[src/rtl/r16_pkg.sv]
// Shared constants and helpers for the radix-16 datapath: lane geometry and
// the beat arithmetic used when a 16-lane frame is split into narrower beats.
package r16_pkg;

  localparam int unsigned R16_LANES   = 16;
  localparam int unsigned R16_D_WIDTH = 64;

  function automatic int unsigned r16_beats(input int unsigned out_lanes);
    return R16_LANES / out_lanes;
  endfunction

  // Beat index width; a single-beat frame still carries a 1-bit index.
  function automatic int unsigned r16_beat_w(input int unsigned out_lanes);
    return (R16_LANES / out_lanes > 1) ? $clog2(R16_LANES / out_lanes) : 1;
  endfunction

  function automatic logic [R16_D_WIDTH-1:0] r16_lane(
    input logic [R16_LANES*R16_D_WIDTH-1:0] frame,
    input int unsigned                      k
  );
    return frame[k*R16_D_WIDTH +: R16_D_WIDTH];
  endfunction

endpackage

[src/rtl/r16_frame_fifo.sv]
// Frame buffer: DEPTH full-width frames with wrap-around pointers that do not
// assume a power-of-two depth.
module r16_frame_fifo
  import r16_pkg::*;
#(
  parameter int unsigned WIDTH = R16_LANES * R16_D_WIDTH,
  parameter int unsigned DEPTH = 2
) (
  input  logic                       clk,
  input  logic                       rst_n,
  input  logic                       push_i,
  input  logic                       pop_i,
  input  logic [WIDTH-1:0]           wdata_i,
  output logic [WIDTH-1:0]           rdata_o,
  output logic                       full_o,
  output logic                       empty_o,
  output logic [$clog2(DEPTH+1)-1:0] count_o
);

  localparam int unsigned PW = (DEPTH > 1) ? $clog2(DEPTH) : 1;
  localparam int unsigned CW = $clog2(DEPTH + 1);

  logic [WIDTH-1:0] mem_q [DEPTH];
  logic [PW-1:0]    wr_ptr_q, wr_ptr_d;
  logic [PW-1:0]    rd_ptr_q, rd_ptr_d;
  logic [CW-1:0]    count_q, count_d;

  always_comb begin
    wr_ptr_d = wr_ptr_q;
    rd_ptr_d = rd_ptr_q;
    count_d  = count_q;
    if (push_i) wr_ptr_d = (wr_ptr_q == PW'(DEPTH - 1)) ? '0 : wr_ptr_q + 1'b1;
    if (pop_i)  rd_ptr_d = (rd_ptr_q == PW'(DEPTH - 1)) ? '0 : rd_ptr_q + 1'b1;
    if (push_i && !pop_i)      count_d = count_q + 1'b1;
    else if (!push_i && pop_i) count_d = count_q - 1'b1;
  end

  always_ff @(posedge clk or negedge rst_n) begin
    if (!rst_n) begin
      for (int unsigned i = 0; i < DEPTH; i++) mem_q[i] <= '0;
      wr_ptr_q <= '0;
      rd_ptr_q <= '0;
      count_q  <= '0;
    end else begin
      // Storage is only written on an accepted push, so idle-bus X never lands.
      if (push_i) mem_q[wr_ptr_q] <= wdata_i;
      wr_ptr_q <= wr_ptr_d;
      rd_ptr_q <= rd_ptr_d;
      count_q  <= count_d;
    end
  end

  assign rdata_o = mem_q[rd_ptr_q];
  assign full_o  = (count_q == CW'(DEPTH));
  assign empty_o = (count_q == '0);
  assign count_o = count_q;

endmodule

[src/rtl/r16_output_drain.sv]
// Drains buffered 16-lane PE result frames as BEATS narrower beats over a
// valid/ready link; in_ready reflects buffer space only (no pop bypass).
module r16_output_drain
  import r16_pkg::*;
#(
  parameter int unsigned D_WIDTH   = R16_D_WIDTH,
  parameter int unsigned OUT_LANES = 4,
  parameter int unsigned DEPTH     = 2
) (
  input  logic                                clk,
  input  logic                                rst_n,
  input  logic                                in_valid,
  output logic                                in_ready,
  input  logic [R16_LANES*D_WIDTH-1:0]        in_data,
  output logic                                out_valid,
  input  logic                                out_ready,
  output logic [OUT_LANES*D_WIDTH-1:0]        out_data,
  output logic [r16_beat_w(OUT_LANES)-1:0]    out_beat,
  output logic                                out_last,
  output logic [$clog2(DEPTH+1)-1:0]          occupancy
);

  localparam int unsigned BEATS  = r16_beats(OUT_LANES);
  localparam int unsigned BW     = r16_beat_w(OUT_LANES);
  localparam int unsigned BEAT_W = OUT_LANES * D_WIDTH;

  if (!(OUT_LANES == 1 || OUT_LANES == 2 || OUT_LANES == 4 ||
        OUT_LANES == 8 || OUT_LANES == 16)) begin : g_bad_lanes
    $error("r16_output_drain: OUT_LANES must be 1, 2, 4, 8 or 16");
  end
  if (DEPTH < 1) begin : g_bad_depth
    $error("r16_output_drain: DEPTH must be at least 1");
  end

  logic [R16_LANES*D_WIDTH-1:0] head;
  logic                         full, empty;
  logic                         push, beat_pop, frame_pop, beat_last;
  logic [BW-1:0]                beat_q, beat_d;

  assign in_ready  = !full;
  assign out_valid = !empty;
  assign push      = in_valid && in_ready;
  assign beat_last = (beat_q == BW'(BEATS - 1));
  assign beat_pop  = out_valid && out_ready;
  assign frame_pop = beat_pop && beat_last;

  r16_frame_fifo #(
    .WIDTH (R16_LANES * D_WIDTH),
    .DEPTH (DEPTH)
  ) u_fifo (
    .clk     (clk),
    .rst_n   (rst_n),
    .push_i  (push),
    .pop_i   (frame_pop),
    .wdata_i (in_data),
    .rdata_o (head),
    .full_o  (full),
    .empty_o (empty),
    .count_o (occupancy)
  );

  always_comb begin
    beat_d = beat_q;
    if (beat_pop) beat_d = beat_last ? '0 : beat_q + 1'b1;
  end

  always_ff @(posedge clk or negedge rst_n) begin
    if (!rst_n) beat_q <= '0;
    else        beat_q <= beat_d;
  end

  always_comb begin
    out_data = '0;
    for (int unsigned b = 0; b < BEATS; b++) begin
      if (beat_q == BW'(b)) out_data = head[b*BEAT_W +: BEAT_W];
    end
  end

  assign out_beat = beat_q;
  assign out_last = out_valid && beat_last;

endmodule

[config.mk]
export PLATFORM = sky130hd
export DESIGN_NAME = r16_output_drain
export DESIGN_NICKNAME = d
export VERILOG_FILES = /design/src/rtl/r16_pkg.sv /design/src/rtl/r16_frame_fifo.sv /design/src/rtl/r16_output_drain.sv
export SDC_FILE = /design/constraint.sdc
export NUM_CORES = 2
export LEC_CHECK = 0
export BUFFER_PORTS_ARGS = -buffer_cell sky130_fd_sc_hd__buf_2
export CORE_AREA = 10 10 487 489
export DETAILED_ROUTE_END_ITERATION = 6
export DIE_AREA = 0 0 497 499
export SLEW_MARGIN = 20
export SYNTH_ARGS = -nofsm -noshare
export SYNTH_HDL_FRONTEND = slang
export SYNTH_SLANG_ARGS = --single-unit
[constraint.sdc]
create_clock -name clk -period 3.65 [get_ports clk]
set_input_delay 0.73 -clock clk [delete_from_list [all_inputs] [get_ports clk]]
set_output_delay 0.73 -clock clk [all_outputs]
set_load 0.03 [all_outputs]
Word-level counts from Yosys, hierarchy flattened
Index checks and enable logic that the tools add are counted.
{"block": "word_totals", "register_bits": 2054, "in_bits": 1028, "out_inout_bits": 263, "elab_cells": 49}
{"block": "op_classes", "n_addsub": 5, "order_cmp": 3, "n_eq_ne": 4, "muxes": 15, "bitwise": 2, "reduce_logical": 14}
{"operator": "1024-bit 2-to-1 mux", "n": 4}
{"operator": "2048-bit bitwise mux", "n": 1}
{"operator": "1024-bit demux with 1-bit select", "n": 1}
{"operator": "256-bit 2-to-1 mux", "n": 4}
{"operator": "1-bit logical AND", "n": 7}
{"operator": "2-bit equality test (second input constant)", "n": 3}
{"operator": "2-bit 2-to-1 mux", "n": 3}
{"operator": "2-bit by 1-bit adder with 2-bit output (second input constant)", "n": 2}
{"operator": "2-bit >= comparator (second input constant)", "n": 2}
{"operator": "1-bit logical NOT", "n": 4}
{"operator": "2-bit logical NOT", "n": 2}
{"operator": "1-bit inverter with 2-bit output", "n": 2}
{"operator": "1-bit adder (second input constant)", "n": 2}
{"operator": "2-bit by 1-bit equality test with 1-bit output (second input constant)", "n": 1}
{"operator": "2-bit by 1-bit < comparator with 1-bit output (second input constant)", "n": 1}
{"operator": "1-bit 2-to-1 mux", "n": 2}
{"operator": "2-bit nonzero test", "n": 1}
{"operator": "2-bit by 1-bit subtractor with 2-bit output (second input constant)", "n": 1}

Logic depth before layout (Yosys ltp)
{"block": "depth", "ltp_word": 8, "mapped_depth": 9}

By module
A second synthesis with hierarchy kept.
{"block": "hier_totals", "hier_cells": 6692, "area_unflattened_um2": 95278.9}
{"mod": "r16_frame_fifo", "n_inst": 1, "cells_per_inst": 5477, "area_each_um2": 87971.9, "seq_area_each_um2": 51349.2}
{"mod": "r16_output_drain", "n_inst": 1, "cells_per_inst": 1215, "area_each_um2": 7307.0, "seq_area_each_um2": 50.0}

Least setup slack after synthesis
No wires, ideal clock.
{"block": "synth_path", "kind": "reg2out", "startpoint": "reg beat_q[1], in the netlist out_beat[1]", "endpoint": "out out_data[254]", "t_arrival_ps": 2544, "slack_ps": 376, "path_stages_with_launch": 10, "path_cell_list": "dfrtp_1 -> inv_1 -> ha_1 -> clkbuf_1 -> nor2b_1 -> clkbuf_1 -> buf_2 -> buf_1 -> a221oi_1 -> a221oi_1"}
{"block": "synth_between", "elab_chain_cells": 5}
{"element": "start: declaration", "line_no": "r16_output_drain.sv:38", "text": "logic [BW-1:0] beat_q, beat_d;"}
{"element": "start signal: assignment", "line_no": "r16_output_drain.sv:69", "text": "else beat_q <= beat_d;"}
{"element": "2-bit logical NOT", "line_no": "r16_output_drain.sv:75", "text": "if (beat_q == BW'(b)) out_data = head[b*BEAT_W +: BEAT_W];"}
{"element": "256-bit 2-to-1 mux (3 in a row)", "line_no": "r16_output_drain.sv:75"}
{"element": "256-bit 2-to-1 mux (*)", "line_no": "r16_output_drain.sv:75"}
{"element": "end: declaration", "line_no": "r16_output_drain.sv:17", "text": "output logic [OUT_LANES*D_WIDTH-1:0] out_data,"}
Every way passes the cells marked *; elsewhere a longest branch is shown, timed or not.

Worst setup path after layout
{"block": "layout_path", "startpoint": "reg beat_q[0], in the netlist out_beat[0]", "endpoint": "out out_data[106]"}
The elaborated chain is that of the path after synthesis.

==> results_dict.tcl <==
set metrics [dict create \
    status "finished with violations" \
    violations "setup timing" \
    drtIter0Drc 3642 \
    maxCapViolCount 0 \
    ys_async_sr_fraction_pct 100 \
    cp_max_fo 19 \
    clock_latency_ps 870 \
    postSynthCellCount 6151 \
    grt_usage_pct 25.1 \
    place_ws_ps 221 \
    place_area_mm2 0.105 \
    fin_ws_ps -185 \
    antenna_found_initial 320 \
    place_congestion 0.861 \
    max_stage_delay_ps 450 \
    pin_count 1291 \
    crit_type "reg -> out" \
    drc 0 \
    root_buffer "clkbuf_16" \
    power.leakage_nw 53.5 \
    clk_pin_slew_ps 70 \
    yosys_warnings 0 \
    syn_area_per_cell_um2 15.3 \
    wl_per_cell_um 30.5 \
    cts-buffers-inserted 218 \
    port_buffers 1290 \
    synth_area_leaders "dfrtp_1 (54%), mux2_2 (26%), mux2_4 (5.7%)" \
    grt_max_degree 123 \
    viasPerCell 5.64 \
    fin_area_mm2 0.121 \
    die_area_mm2 0.248 \
    whs_ps 105 \
    critPathSlowestCell "dfrtp_2" \
    die_w_um 497 \
    drt_pass1_iterations 5 \
    reg2reg_setup_slack_ps 1060 \
    synth_fp_nets 7184 \
    rsz0062_at_grt "true" \
    path_cells "buf_6, ha_4, or2_4, buf_16, buf_12, buf_16, a221oi_2, a221oi_2, buf_4" \
    slew_violations 0 \
    required_ps 2920 \
    syn-cell-area_mm2 0.0943 \
    power_mw 141 \
    globalRouteOverflowTotal 0 \
    grt_pass1_vias 65200 \
    core_area_mm2 0.227 \
    end_kind "output pin" \
    ys.flop_type "dfrtp_1" \
    slew_headroom_pct 26.2 \
    start_util_pct 41.6 \
    ys_top_cells_by_count "mux2_2 (2201), dfrtp_1 (2054), a221oi_1 (512), mux2i_1 (512), mux2_4 (360)" \
    synth_top_area_cell "dfrtp_1" \
    setup_viol 202 \
    ys_ff_latch 2054 \
    yosys.cell_count.top_type "mux2_2" \
    synth-edff-count 0 \
    synth_top_area_share_pct 54.5 \
    final_hold_viol_count 0 \
    synth_cell_types 29 \
    fin_util_pct 53.3 \
    period_share_pct 105 \
    fin_nets 8689 \
    num_vias 62000 \
    finalWorstPathRequiredPeriod_ps 3830 \
    cts.sinks 2054 \
    cts_tree "done" \
    path_delay_family "buffers and inverters" \
    num_rows 175 \
    power_density_mw_per_mm2 1160 \
    cp.arrival_ps 3100 \
    crit_buf_inv 5 \
    cts_max_level 4 \
    die_h_um 499 \
    start_kind "flop" \
    drive_gt1_share_pct 64.9 \
    hold_path.class "in -> reg" \
    cts.path.max_buffers 3 \
    hpwlAfterDp_um 227000 \
    worst_slew_pin_slew_ps 1110 \
    area_growth_syn_to_layout_pct 28.0 \
    skew_ps 32.7 \
    grt_pass1_wl_um 466000 \
    seq_area_frac_synth_pct 54.5 \
    timing.fmax_mhz 261 \
    wl_um 335000 \
    dp_cells 10300 \
    ant_nets 0 \
    fin_cells 11000 \
    vdd_drop_max_mv 0.790 \
    finalSetupTns_ps -12430 \
]
-- worst reg2reg max path: cells and delay by family (launching register included) --
| family | cells | cell delay, ps |
|---|---|---|
| buf+inv | 2 | 710 |
| mux | 1 | 390 |
| flops | 1 | 490 |
| simple gates | 2 | 900 |
-- cell type report --
| class | instances | area [µm²] |
|---|---|---|
| well taps | 3009 | 3760 |
| clock inverters | 70 | 975 |
| diodes | 139 | 348 |
| multi-input cells | 3609 | 43300 |
| fillers | 18900 | 106000 |
| flip-flops and latches | 2054 | 51400 |
| repair buffers | 1771 | 14300 |
| clock buffers | 332 | 6600 |
| inverters | 2 | 12.5 |
-- layout by cell type (no fill, tap or decap), types with 6 or more instances in the layout --
master	netlist	routed
mux2_2	2201	2191
clkinv_2	0	35
dfrtp_1	2054	2051
a221oi_4	0	71
a221oi_2	0	315
diode_2	0	139
buf_12	3	114
a221oi_1	512	126
mux2i_1	512	510
mux2_4	360	370
buf_8	31	7
bufbuf_16	0	6
buf_2	202	1101
clkbuf_8	0	61
buf_4	76	374
clkbuf_1	142	48
clkbuf_16	0	264
inv_6	0	7
bufinv_16	0	19
buf_6	23	63
buf_16	0	61
-- routing by layer --
layer | vias to the layer above | GRT usage (%) | routed length, µm
li1 | 26400 | - | -
met1 | 32700 | 30.4 | 133000
met2 | 1955 | 41.4 | 162000
met3 | 773 | 7.83 | 24300
met4 | 174 | 10.7 | 15100
met5 | - | 0 | 1120
-- cells by family after synthesis --
family          count (synthesis)  share of synthesized area (%)
mux                          3073                           37.4
xor+xnor                        5                         0.0464
buf+inv                       488                           3.12
fa+ha+maj                       5                         0.0663
compound gates                515                           4.77
simple gates                   11                         0.0809
flops                        2054                           54.5
-- power by group --
part           internal [mW]  total, mW  switching [mW]
clock network           13.8       23.3            9.56
logic                   37.1       76.7            39.6
registers               34.6       40.6            5.96
total                   85.4        141            55.1
-- final timing paths --
check / start / depth (start not counted) / end
max: out_beat[0]$_DFFE_PN0P_ / 9 / out_data[106]
max in group asynchronous: rst_n / 4 / u_fifo.mem_q[889]$_DFFE_PN0P_
min in group asynchronous: rst_n / 2 / u_fifo.mem_q[1460]$_DFFE_PN0P_
min reg2reg: u_fifo.mem_q[173]$_DFFE_PN0P_ / 1 / u_fifo.mem_q[173]$_DFFE_PN0P_
max reg2reg: u_fifo.count_o[0]$_DFFE_PN0P_ / 5 / u_fifo.mem_q[1295]$_DFFE_PN0P_
min: in_data[535] / 2 / u_fifo.mem_q[1559]$_DFFE_PN0P_
-- sequential cells by signal, summed over array words and instances (netlist names) --
signal / flops
u_fifo.mem_q: 2048
out_beat: 2
u_fifo.count_o: 2
u_fifo.rd_ptr_q: 1
u_fifo.wr_ptr_q: 1
-- timing repair --
action | in CTS | in global routing
buffers inserted | 41 | 77
endpoints found under the setup margin | 257 | 257
pin swaps | 10 | 33
gates resized for setup | 351 | 557
hold buffers | 1 | 0
hold endpoints to repair | 17 | 0
gates cloned | 30 | 45
Note: power is estimated with default switching activity, not from simulation.
